--- src/rtl/bcd_to_bin_n.sv ---
// bcd_to_bin_n: multi-digit packed BCD to binary converter (reverse double-dabble).
//
// One conversion takes 2*BW+1 cycles from the accepting edge to the done pulse.
// Each of the BW iterations is one SHIFT cycle and one CORR cycle.
//
// Parameters:
//   NDIG  number of BCD digits (1..8)
//   BW    binary result width, 2^BW >= 10^NDIG
//
// Ports:
//   clk      clock, rising edge
//   rst      asynchronous active-high reset
//   start    conversion request, sampled only in IDLE
//   bcd_in   packed BCD operand, digit 0 in bits [3:0]
//   bin_out  registered binary result, held until the next completion
//   busy     high whenever the FSM is not in IDLE
//   done     single-cycle completion pulse
//   err      invalid-digit flag (constant 0 unless BCD_DIGIT_CHECK_EN)
//
// Optional feature (macro BCD_DIGIT_CHECK_EN): a start whose operand holds a
// digit above 9 skips the conversion, completes one cycle later with err=1 and
// bin_out=0.
//
// state | meaning
// ------+-----------------------------------------------------------------
// IDLE  | waiting for start; operand loaded on the accepting edge
// SHIFT | shift {bcd_reg, bin_reg} right one bit, decrement iteration count
// CORR  | subtract 3 from every BCD digit >= 8; finish when count hits 0
// DONE  | publish bin_reg to bin_out and pulse done on the way back to IDLE

module bcd_to_bin_n #(
  parameter int NDIG = 3,
  parameter int BW   = 10
) (
  input  logic              clk,
  input  logic              rst,
  input  logic              start,
  input  logic [4*NDIG-1:0] bcd_in,
  output logic [BW-1:0]     bin_out,
  output logic              busy,
  output logic              done,
  output logic              err
);

  localparam int CW = $clog2(BW + 1);

  typedef enum logic [1:0] {
    IDLE  = 2'd0,
    SHIFT = 2'd1,
    CORR  = 2'd2,
    DONE  = 2'd3
  } state_t;

  state_t            state;
  logic [4*NDIG-1:0] bcd_reg;
  logic [4*NDIG-1:0] bcd_corr;
  logic [BW-1:0]     bin_reg;
  logic [CW-1:0]     cnt;

  // A digit is >= 8 exactly when its top bit is set.
  always_comb begin
    bcd_corr = bcd_reg;
    for (int i = 0; i < NDIG; i++) begin
      if (bcd_reg[4*i+3]) begin
        bcd_corr[4*i +: 4] = bcd_reg[4*i +: 4] - 4'd3;
      end
    end
  end

`ifdef BCD_DIGIT_CHECK_EN
  logic bad_digit;

  always_comb begin
    bad_digit = 1'b0;
    for (int i = 0; i < NDIG; i++) begin
      if (bcd_in[4*i +: 4] > 4'd9) begin
        bad_digit = 1'b1;
      end
    end
  end
`else
  assign err = 1'b0;
`endif

  always_ff @(posedge clk or posedge rst) begin
    if (rst) begin
      state   <= IDLE;
      bcd_reg <= '0;
      bin_reg <= '0;
      cnt     <= '0;
      bin_out <= '0;
      busy    <= 1'b0;
      done    <= 1'b0;
`ifdef BCD_DIGIT_CHECK_EN
      err     <= 1'b0;
`endif
    end else begin
      done <= 1'b0;
      case (state)
        IDLE: begin
          if (start) begin
            bcd_reg <= bcd_in;
            bin_reg <= '0;
            cnt     <= CW'(BW);
            busy    <= 1'b1;
            state   <= SHIFT;
`ifdef BCD_DIGIT_CHECK_EN
            // bin_reg is already cleared, so an aborted conversion reports 0.
            err <= bad_digit;
            if (bad_digit) begin
              state <= DONE;
            end
`endif
          end
        end
        SHIFT: begin
          bin_reg <= {bcd_reg[0], bin_reg[BW-1:1]};
          bcd_reg <= bcd_reg >> 1;
          cnt     <= cnt - CW'(1);
          state   <= CORR;
        end
        CORR: begin
          bcd_reg <= bcd_corr;
          state   <= (cnt == '0) ? DONE : SHIFT;
        end
        DONE: begin
          bin_out <= bin_reg;
          done    <= 1'b1;
          busy    <= 1'b0;
          state   <= IDLE;
        end
        default: state <= IDLE;
      endcase
    end
  end

endmodule

--- config.mk ---
export PLATFORM = sky130hd
export DESIGN_NAME = bcd_to_bin_n
export DESIGN_NICKNAME = d
export VERILOG_FILES = /design/src/rtl/bcd_to_bin_n.sv
export SDC_FILE = /design/constraint.sdc
export NUM_CORES = 1
export LEC_CHECK = 0
export BUFFER_PORTS_ARGS = -buffer_cell sky130_fd_sc_hd__buf_2
export CAP_MARGIN = 20
export CORE_UTILIZATION = 40
export DETAILED_ROUTE_END_ITERATION = 8
export PLACE_DENSITY = 0.57
export SLEW_MARGIN = 20
export SYNTH_ARGS = -nofsm -noshare
export SYNTH_HDL_FRONTEND = slang
export SYNTH_SLANG_ARGS = --single-unit
--- constraint.sdc ---
create_clock -name clk -period 2.6 [get_ports clk]
set_input_delay 0.39 -clock clk [delete_from_list [all_inputs] [get_ports clk]]
set_output_delay 0.39 -clock clk [all_outputs]
set_load 0.02 [all_outputs]
After elaboration in Yosys (flattened, before gate mapping)
Index checks and enable logic that the tools add are counted.

Add/subtract/negate cells: 4. Eq/ne operators: 7. Muxes and demuxes: 15. Reductions and logical operators: 11.

Operator list (count): 12-bit case mux with 3 select lines (1); 10-bit case mux with 2 select lines (1); 4-bit two-way mux (4); 12-bit two-way mux (1); 4-bit by 2-bit subtractor with 4-bit output, second input constant (3); 10-bit two-way mux (1); 3-bit AND reduction (3); 2-bit != test, second input constant (4); 2-bit case mux with 4 select lines (1); 4-bit case mux with 2 select lines (1); 2-bit AND reduction (3); 2-bit == test, second input constant (2); 4-bit zero test (1); 2-bit two-way mux (2); 2-bit nonzero test (2); 4-bit by 1-bit subtractor with 4-bit output, second input constant (1); 3-bit nonzero test (1); 2-bit by 1-bit == test with 1-bit output, second input constant (1); 2-bit zero test (1); 1-bit two-way mux (2); 1-bit case mux with 2 select lines (1).

Register bits: 40. Input port bits: 15. Output and inout port bits: 13. Logic and storage cells: 47.

Depth between registers and ports, before layout
Gate-level depths: netlist of run 1.

Word-level depth: 3. Depth in mapped cells: 8.

Worst setup path before layout of run 1
OpenSTA, ideal clock, no wires.

Kind: register to register. Start: register state[0]. End: register bcd_reg[2]. Library setup time: 0.128 ns. Data arrival time: 1.544 ns. Required time: 2.472 ns. Setup slack: 0.928 ns. Cell stages (with the launch flop): 7. Path through: dfrtp_1 -> inv_1 -> ha_1 -> nor2b_4 -> buf_6 -> nor3_4 -> mux2_1.

Longest elaborated chain between the ends: 3.

Ends and longest elaborated chain: start: declaration (line 54) `state_t state;`; start signal: assignment (line 124) `state <= (cnt == '0) ? DONE : SHIFT;`; 2-bit == test (tied with other cells) (line 99) `case (state)`; 2-bit != test (no line) or 3-bit nonzero test (tied branches); 3-bit AND reduction (no line); end signal: assignment (line 102) `bcd_reg <= bcd_in;`; end signal: assignment (line 118) `bcd_reg <= bcd_reg >> 1;`; end signal: assignment (line 123) `bcd_reg <= bcd_corr;`; end: declaration (line 55) `logic [4*NDIG-1:0] bcd_reg;`.

Parallel ways exist; a longest one is shown, timed or not. A chain may end at the register's enable or synchronous reset.

Worst setup path in the final report of run 1
Start: register state[1]. End: register cnt[3].

Longest elaborated chain between the ends: 3.

Ends and longest elaborated chain: 2-bit by 1-bit == test with 1-bit output or 2-bit zero test (tied branches) (line 99); 2-bit nonzero test (no line) or 2-bit != test (tied branches); 2-bit AND reduction (no line); end signal: assignment (line 104) `cnt <= CW'(BW);`; end signal: assignment (line 119) `cnt <= cnt - CW'(1);`; end: declaration (line 58) `logic [CW-1:0] cnt;`.

Parallel ways exist; a longest one is shown, timed or not.

==> results of run 1 <==
cell type report:
type / instances / area [um2] / area share [%]
well taps: 67 / 83.8 / 3.63
flip-flops and latches: 40 / 1000 / 43.3
inverters: 12 / 45.0 / 1.95
repair buffers: 29 / 153 / 6.61
multi-input cells: 127 / 937 / 40.6
clock buffers: 8 / 90.1 / 3.90
cells in the mapped netlist (all sizes together) (4+ instances only):
library cell  instances  area, um2
a21oi                 8       40.0
a22o                  8       70.1
buf                   8       48.8
dfrtp                40       1000
ha                    9        113
inv                  12       45.0
mux2                 14        158
mux2i                 5       50.1
nand2                19       71.3
nand3                 7       35.0
nor2b                 4       32.5
nor3                  4       47.5
o211ai               13       97.6
o21ai                16       80.1
layout by cell type (no fill, tap or decap):
cell type	instances
nor2b_4	1
buf_2	26
nor2_1	3
a21oi_1	8
o2bb2ai_1	3
dfrtp_1	40
clkbuf_8	6
a31oi_1	2
nor3_4	2
clkbuf_1	2
mux2_1	3
xnor2_1	3
mux2i_1	5
buf_4	3
or3_1	1
ha_1	9
nand3_1	7
nor3_2	1
mux2_2	11
o21ai_0	7
a32oi_1	3
o21ai_1	9
nand2_1	19
nor3_1	1
nor2b_1	3
nand2b_1	1
conb_1	1
inv_1	12
a22oi_1	1
o211ai_1	13
and2_1	1
a32o_1	1
a22o_1	8
worst min path at each step:
stage / startpoint / endpoint
6_report: rst / bcd_reg[10]$_DFFE_PP0P_
5_1_grt: rst / bcd_reg[10]$_DFFE_PP0P_
4_1_cts: rst / bcd_reg[10]$_DFFE_PP0P_
3_5_place_dp: cnt[3]$_DFFE_PP0P_ / cnt[3]$_DFFE_PP0P_
3_3_place_gp: cnt[3]$_DFFE_PP0P_ / cnt[3]$_DFFE_PP0P_
2_1_floorplan: cnt[3]$_DFFE_PP0P_ / cnt[3]$_DFFE_PP0P_
worst min-delay path, cell delays in order:
cell and delay [ns]:
buf_2 0.09, inv_1 0.04, buf_4 0.42
layer usage:
| metal | vias to the layer above | GRT usage, % | wire length (um) |
|---|---|---|---|
| met4 | 0 | 6.84 | 74 |
| met2 | 31 | 30.0 | 2080 |
| met3 | 8 | 4.66 | 151 |
| met5 | - | 0 | 0 |
| met1 | 735 | 20.4 | 1880 |
| li1 | 726 | - | - |
metrics by stage:
| step | setup slack [ns] | std cells | total power, uW | utilization, % |
|---|---|---|---|---|
| 2_1_floorplan | 0.928 | 190 | 2270 | - |
| 3_3_place_gp | 0.690 | 275 | 2580 | 46.1 |
| 3_5_place_dp | 0.630 | 275 | 2630 | 46.1 |
| 4_1_cts | 0.600 | 283 | 3080 | 47.9 |
| 5_1_grt | 0.394 | 283 | 3290 | 47.9 |
| 6_report | 0.611 | 283 | 3040 | 47.9 |
cell families after synthesis:
logic type,Yosys count
AO/OA/AOI/OAI,55
other,1
adder cells (fa/ha/maj),9
XOR/XNOR,3
multiplexers,19
buffers and inverters,23
AND/OR/NAND/NOR,40
flip-flops,40
power breakdown:
group	switching, uW	leakage, uW	internal [uW]
registers	242	0.000518	890
logic	846	0.000521	634
clock network	207	0.0000455	216
total	1300	0.00108	1740
==> impl_metrics.csv, run 1 <==
group,metric,value,unit
sta,max_slew_margin,40.7,%
floorplan,rows,25,
layout,antenna_cells,0,
route,via_count,1500,
clock_tree,clock_latency,0.29,ns
layout,design_area,0.00231,mm2
clock_tree,cts_sinks,40,
worst_setup_path,cp_max_fo,11,
logic_synthesis,synth_cell_types,33,
worst_setup_path,r2r-end,"cnt[3]$_DFFE_PP0P_",
route,drtIter0Drc,69,
clock_tree,cts_tree,"done",
logic_synthesis,syn_nets,214,
logic_synthesis,synthFlopType,"dfrtp_1",
floorplan,io_pins,28,
sta,hold_slack,0.200,ns
logic_synthesis,synth_top_family_by_area,"compound AO/OA/AOI/OAI gates",
power_and_ir_drop,vdd.ir_drop.worst,493,uV
logic_synthesis,synth_edf_count,0,
floorplan,die_h,73.5,um
placement,io_buffers,26,
logic_synthesis,synth_area,0.00204,mm2
clock_tree,cts_resized,0,
worst_setup_path,critical_path_arrival,2.15,ns
outcome,status,"finished clean",
logic_synthesis,postSynthAreaPerCell,10.8,um2
route,wl,4190,um
floorplan,fp.dieW,73.5,um
route,dr.pass1.iters,4,
placement,hpwlAfterDp,2920,um
worst_setup_path,path_buf_inv,1,
worst_setup_path,ff2ff_setup_slack,0.61,ns
worst_setup_path,cp.required,2.76,ns
logic_synthesis,ys_seq_elements,40,
logic_synthesis,yosysSeqAreaShare,49.0,%
clock_tree,clk_pin_slew_worst_paths,0.08,ns
sta,finClkSkew,0.00581,ns
floorplan,dieArea,0.00540,mm2
logic_synthesis,synth_simple_gate_area_share,10.6,%
logic_synthesis,ys_warn_count,0,
sta,hold_viol_final,0,
worst_setup_path,cpLargestDelayFamily,"multiplexers",
clock_tree,cts_made_buffers,5,
sta,worst_pin_slew,0.890,ns
sta,fin_setup_tns,0,ns
sta,drv_slew,0,
floorplan,core,0.00482,mm2
logic_synthesis,synth_compound_area_share,18.1,%
placement,gp_congestion,0.760,
layout,largest_reg_flops,12,
worst_setup_path,r2r-start,"state[1]$_DFFE_PP0P_",
logic_synthesis,synthMuxAreaShare,10.2,%
clock_tree,holdBufCountCts,0,
worst_setup_path,r2r.worst_path.cells,6,
power_and_ir_drop,p_leak,0.00108,uW
worst_setup_path,crit_path_end,"cnt[3]$_DFFE_PP0P_",
sta,fmax,503,MHz
sta,rsz0062_at_grt,"no",
grt,grt_pass1_wl,6970,um
worst_setup_path,slowest_stage,"mux2i_1",
sta,layout_min_cycle_time,1.99,ns
flow_run,maxCapViolCount,0,
grt,grt.overflow.total,0,
clock_tree,postCtsSetupBuffers,0,
power_and_ir_drop,p_per_area,1310,mW/mm2
route,drc,0,
clock_tree,cts.htree.levels,2,
placement,place_area,0.00222,mm2
logic_synthesis,postSynthCellCount,190,
grt,antenna_found_initial,0,
floorplan,start_util,42.4,%
logic_synthesis,synth_xor_area_share,1.29,%
worst_setup_path,crit_path_start_kind,"flop",
min_path,holdCritPathClass,"in2async",
worst_setup_path,path_cells,"inv_1 -> ha_1 -> mux2i_1 -> a21oi_1 -> nor2_1 -> a31oi_1",
sta,finalSetupViolCount,0,
route,vias_per_cell,5.30,
clock_tree,clock_path_buffers,2,
clock_tree,cts-root-buf,"clkbuf_8",
route,wl_per_cell,14.8,um
layout,syn_to_final_growth,13.0,%
worst_setup_path,slowest_delay,0.73,ns
worst_setup_path,cp-end-kind,"flop",
grt,grt_max_degree,41,
route,drtAntennaViolNets,0,
sta,period_share,76.5,%
layout,layout-drive-gt1-share,23.1,%
worst_setup_path,crit_type,"reg2reg",
grt,track_usage,17.3,%
worst_setup_path,cp-startpoint,"state[1]$_DFFE_PP0P_",
layout,fill_cells,461,
logic_synthesis,synthArstFlopShare,100,%
logic_synthesis,synth-adder-area-share,5.51,%
worst_setup_path,crit_cells,6,
layout,nNetsFinal,239,
grt,first_global_vias,1491,
Note: power is estimated with default switching activity, not from simulation.
==> inputs of run 2 (changes only) <==
--- a/config.mk
+++ b/config.mk
@@ -9,7 +9,7 @@
 export CAP_MARGIN = 20
 export CORE_UTILIZATION = 40
 export DETAILED_ROUTE_END_ITERATION = 8
-export PLACE_DENSITY = 0.57
+export PLACE_DENSITY = 0.59
 export SLEW_MARGIN = 20
 export SYNTH_ARGS = -nofsm -noshare
 export SYNTH_HDL_FRONTEND = slang
==> constraint.sdc (replaced) <==
create_clock -name clk -period 1.6 [get_ports clk]
set_input_delay 0.24 -clock clk [delete_from_list [all_inputs] [get_ports clk]]
set_output_delay 0.24 -clock clk [all_outputs]
set_load 0.02 [all_outputs]
==> impl_metrics.csv, run 2 (same netlist as run 1, synthesis figures left out) <==
group,metric,value,unit
outcome,status,"finished clean",
placement,io_buffers,26,
sta,period_share,94.8,%
route,vias_per_cell,5.06,
sta,setup_ws,0.0826,ns
clock_tree,cts_tree,"done",
clock_tree,cts_sinks,40,
power_and_ir_drop,p_per_area,2220,mW/mm2
grt,antenna_found_initial,0,
sta,fin_setup_tns,0,ns
grt,grt.overflow.total,0,
sta,worst_pin_slew,0.507,ns
floorplan,fp.dieW,73.5,um
placement,hpwlAfterDp,2880,um
layout,final_cell_mix,"40 x dfrtp_1, 26 x buf_2, 19 x nand2_1",
clock_tree,cts.htree.levels,2,
layout,antenna_cells,0,
layout,nNetsFinal,255,
min_path,holdCritPathClass,"in2async",
grt,grt_pass1_wl,7000,um
floorplan,start_util,42.4,%
worst_setup_path,cp_max_fo,9,
sta,max_slew_margin,66.2,%
route,wl,4070,um
sta,rsz0062_at_grt,"yes",
layout,layout-drive-gt1-share,33.2,%
worst_setup_path,cp.required,1.78,ns
floorplan,rows,25,
worst_setup_path,cp-end-kind,"flop",
flow_run,maxCapViolCount,0,
clock_tree,clock_latency,0.30,ns
worst_setup_path,cpLargestDelayFamily,"flip-flops",
clock_tree,cts_made_buffers,5,
route,wl_per_cell,13.6,um
layout,syn_to_final_growth,22.1,%
worst_setup_path,critical_path_arrival,1.70,ns
sta,fmax,659,MHz
worst_setup_path,crit_type,"reg2reg",
power_and_ir_drop,vdd.ir_drop.worst,957,uV
floorplan,die_h,73.5,um
sta,hold_viol_final,0,
worst_setup_path,slowest_stage,"dfrtp_1",
sta,layout_min_cycle_time,1.52,ns
sta,drv_slew,0,
worst_setup_path,path_cells,"inv_2 -> ha_2 -> buf_4 -> a21oi_2 -> o2bb2ai_1 -> mux2_1",
sta,finalSetupViolCount,0,
power_and_ir_drop,p_leak,0.00117,uW
worst_setup_path,crit_path_start_kind,"flop",
worst_setup_path,path_buf_inv,2,
clock_tree,cts-root-buf,"clkbuf_8",
clock_tree,clock_path_buffers,2,
route,via_count,1512,
grt,grt_max_degree,41,
floorplan,io_pins,28,
power_and_ir_drop,p_total,5530,uW
route,drtIter0Drc,42,
layout,final_common_cell,"dfrtp_1",
worst_setup_path,slowest_delay,0.42,ns
floorplan,dieArea,0.00540,mm2
route,drtAntennaViolNets,0,
floorplan,core,0.00482,mm2
clock_tree,holdBufCountCts,0,
route,drc,0,
sta,finClkSkew,0.00517,ns
route,dr.pass1.iters,4,
placement,preCtsSetupSlack,0.0135,ns
layout,post-route-util,51.8,%
grt,track_usage,17.5,%
layout,largest_reg_flops,12,
sta,hold_slack,0.0559,ns
grt,first_global_vias,1477,
placement,gp_congestion,0.814,
clock_tree,clk_pin_slew_worst_paths,0.08,ns
run 2: power breakdown:
part | internal (uW) | total, uW | switching (uW)
logic | 1410 | 2880 | 1470
registers | 1450 | 1830 | 380
clock network | 461 | 827 | 365
run 2: timing repair:
item	in CTS	in global routing
gates resized for setup	1	11
pin swaps	0	3
setup buffers	0	1
endpoints found under the setup margin	1	32
run 2: final timing paths:
| path | endpoint | startpoint | depth (start not counted) | slack, ns |
|---|---|---|---|---|
| setup / recovery | bcd_reg[6]$_DFFE_PP0P_ | state[0]$_DFFE_PP0P_ | 6 | 0.08 |
| hold reg to reg | cnt[3]$_DFFE_PP0P_ | cnt[3]$_DFFE_PP0P_ | 1 | 0.49 |
| max in group asynchronous | bcd_reg[1]$_DFFE_PP0P_ | rst | 3 | 1.19 |
| min in group clk | bcd_reg[7]$_DFFE_PP0P_ | bcd_in[7] | 3 | 0.18 |
| setup reg to reg | bcd_reg[6]$_DFFE_PP0P_ | state[0]$_DFFE_PP0P_ | 6 | 0.08 |
| hold / removal | bcd_reg[7]$_DFFE_PP0P_ | rst | 3 | 0.06 |
run 2: tightest hold or removal path, stage by stage:
cell,delay [ns]
buf_2,0.09
inv_1,0.04
buf_4,0.43
run 2: final cells by class:
cell class	instances	area, um2
Timing Repair Buffer	45	289
Sequential cell	40	1000
Fill cell	457	2320
Tap cell	67	83.8
Clock inverter	3	42.5
Clock buffer	5	68.8
Multi-Input combinational cell	127	965
Inverter	12	45.0
run 2: through the flow:
stage          std cells  area (um2)
2_1_floorplan        190        2050
3_3_place_gp         290        2350
3_5_place_dp         290        2350
4_1_cts              298        2460
5_1_grt              299        2490
6_report             299        2490
run 2: routing by layer:
layer,wire length (um),track usage [%]
met2,1830,26.1
met3,153,4.25
met1,2020,24.1
met4,72,7.69
met5,0,0
==> inputs of run 3 (changes only) <==
--- a/config.mk
+++ b/config.mk
@@ -6,9 +6,10 @@
 export NUM_CORES = 1
 export LEC_CHECK = 0
 export BUFFER_PORTS_ARGS = -buffer_cell sky130_fd_sc_hd__buf_2
-export CAP_MARGIN = 20
+export CAP_MARGIN = 30
 export CORE_UTILIZATION = 40
 export DETAILED_ROUTE_END_ITERATION = 8
+export GPL_ROUTABILITY_DRIVEN = 0
 export PLACE_DENSITY = 0.59
 export SLEW_MARGIN = 20
 export SYNTH_ARGS = -nofsm -noshare
==> constraint.sdc (replaced) <==
create_clock -name clk -period 1.6 [get_ports clk]
set_input_delay 0.08 -clock clk [delete_from_list [all_inputs] [get_ports clk]]
set_output_delay 0.08 -clock clk [all_outputs]
set_load 0.02 [all_outputs]
==> impl_metrics.csv, run 3 (same netlist as run 1, synthesis figures left out) <==
group,metric,value,unit
sta,hold_viol_final,0,
worst_setup_path,slowest_delay,0.42,ns
clock_tree,clock_path_buffers,2,
sta,drv_slew,0,
sta,max_slew_margin,66.1,%
grt,first_global_vias,1433,
route,via_count,1547,
min_path,holdCritPathClass,"in2reg",
clock_tree,cts.htree.levels,2,
floorplan,fp.dieW,73.5,um
sta,setup_ws,0.0221,ns
worst_setup_path,crit_type,"reg2reg",
layout,antenna_cells,0,
worst_setup_path,cp.required,1.78,ns
grt,grt_pass1_wl,6780,um
worst_setup_path,slowest_stage,"dfrtp_1",
floorplan,io_pins,28,
layout,post-route-util,52.2,%
power_and_ir_drop,p_leak,0.00119,uW
route,drtIter0Drc,49,
worst_setup_path,path_buf_inv,1,
worst_setup_path,critical_path_arrival,1.76,ns
clock_tree,clock_latency,0.29,ns
route,drc,0,
layout,syn_to_final_growth,23.0,%
layout,largest_reg_flops,12,
clock_tree,cts_made_buffers,5,
grt,grt.overflow.total,0,
clock_tree,clk_pin_slew_worst_paths,0.08,ns
clock_tree,cts_tree,"done",
route,vias_per_cell,5.14,
layout,fill_cells,457,
worst_setup_path,cp_max_fo,13,
sta,finalSetupViolCount,0,
floorplan,dieArea,0.00540,mm2
layout,layout-drive-gt1-share,32.5,%
worst_setup_path,cp-end-kind,"flop",
route,drtAntennaViolNets,0,
worst_setup_path,crit_path_start_kind,"flop",
sta,layout_min_cycle_time,1.58,ns
outcome,status,"finished clean",
route,wl_per_cell,13.7,um
layout,final_common_cell,"dfrtp_1",
sta,period_share,98.6,%
flow_run,maxCapViolCount,0,
grt,antenna_found_initial,0,
grt,grt_max_degree,41,
route,wl,4110,um
grt,track_usage,16.7,%
sta,fmax,634,MHz
layout,nNetsFinal,257,
clock_tree,cts-root-buf,"clkbuf_8",
route,dr.pass1.iters,4,
placement,io_buffers,26,
clock_tree,cts_sinks,40,
sta,rsz0062_at_grt,"yes",
layout,final_cell_mix,"40 x dfrtp_1, 26 x buf_2, 19 x nand2_1, 19 x buf_4, 13 x o211ai_1",
power_and_ir_drop,p_per_area,2220,mW/mm2
placement,preCtsSetupSlack,0.00275,ns
power_and_ir_drop,vdd.ir_drop.worst,936,uV
placement,hpwlAfterDp,2790,um
floorplan,rows,25,
floorplan,start_util,42.4,%
worst_setup_path,cpLargestDelayFamily,"flip-flops",
floorplan,die_h,73.5,um
sta,finClkSkew,0.00540,ns
worst_setup_path,path_cells,"ha_1 -> buf_4 -> mux2_2",
floorplan,core,0.00482,mm2
sta,worst_pin_slew,0.509,ns
-- run 3: changes by cell type in the layout (fill, tap and decap cells not counted), sizes merged --
| cell | before | now |
|---|---|---|
| clkbuf | 5 | 6 |
| dlygate4sd3 | 0 | 1 |
| buf | 45 | 46 |
| clkinvlp | 1 | 0 |
-- run 3: final timing paths --
| path | startpoint | cells after the start | slack (ns) | to |
|---|---|---|---|---|
| hold reg to reg | cnt[3]$_DFFE_PP0P_ | 1 | 0.49 | cnt[3]$_DFFE_PP0P_ |
| min in group asynchronous | rst | 4 | 0.45 | bcd_reg[8]$_DFFE_PP0P_ |
| hold / removal | bcd_in[7] | 3 | 0.03 | bcd_reg[7]$_DFFE_PP0P_ |
| setup reg to reg | state[0]$_DFFE_PP0P_ | 3 | 0.02 | bin_out[4]$_DFFE_PP0P_ |
| max in group asynchronous | rst | 4 | 0.79 | state[1]$_DFFE_PP0P_ |
| setup / recovery | state[0]$_DFFE_PP0P_ | 3 | 0.02 | bin_out[4]$_DFFE_PP0P_ |
-- run 3: repair_timing --
action                                  CTS  global route
endpoints found under the setup margin    3            27
hold endpoints to repair                 40             0
buffers inserted                          0             2
gates resized for setup                   3             5
hold buffers                              1             0
pin swaps                                 0             0
-- run 3: cell type report --
| type | instances | area, um2 | share of cell area [%] |
|---|---|---|---|
| inverters | 12 | 45.0 | 1.79 |
| flip-flops and latches | 40 | 1000 | 39.8 |
| clock buffers | 6 | 82.6 | 3.29 |
| multi-input cells | 127 | 958 | 38.1 |
| well taps | 67 | 83.8 | 3.34 |
| clock inverters | 2 | 38.8 | 1.54 |
| repair buffers | 47 | 303 | 12.1 |
-- run 3: layer usage --
metal	global-route usage (%)	vias up	wire length, um
li1	-	767	-
met1	24.2	750	2140
met2	24.5	24	1810
met3	3.43	6	112
met4	6.41	0	53
met5	0	-	0
-- run 3: stage by stage --
stage | instance area (um2) | cells | hold WS (ns) | total power, uW | TNS [ns]
after CTS | 2480 | 299 | 0.0157 | 5520 | 0
after global placement | 2350 | 290 | 0.234 | 4590 | 0
after floorplan | 2050 | 190 | 0.225 | 3690 | 0
after global routing | 2510 | 301 | 0.0300 | 6030 | -0.314
after detailed placement | 2350 | 290 | 0.241 | 4600 | 0
final | 2510 | 301 | 0.0270 | 5570 | 0
-- run 3: power breakdown --
| part | internal (uW) | leakage [uW] | switching, uW |
|---|---|---|---|
| combinational | 1400 | 0.000611 | 1460 |
| sequential | 1450 | 0.000518 | 374 |
| clock | 510 | 0.0000614 | 371 |
| total | 3360 | 0.00119 | 2210 |
-- run 3: worst reg2reg max path: stages (launching register included) --
cell     delay [ns]
dfrtp_1        0.42
ha_1           0.40
buf_4          0.29
mux2_2         0.36
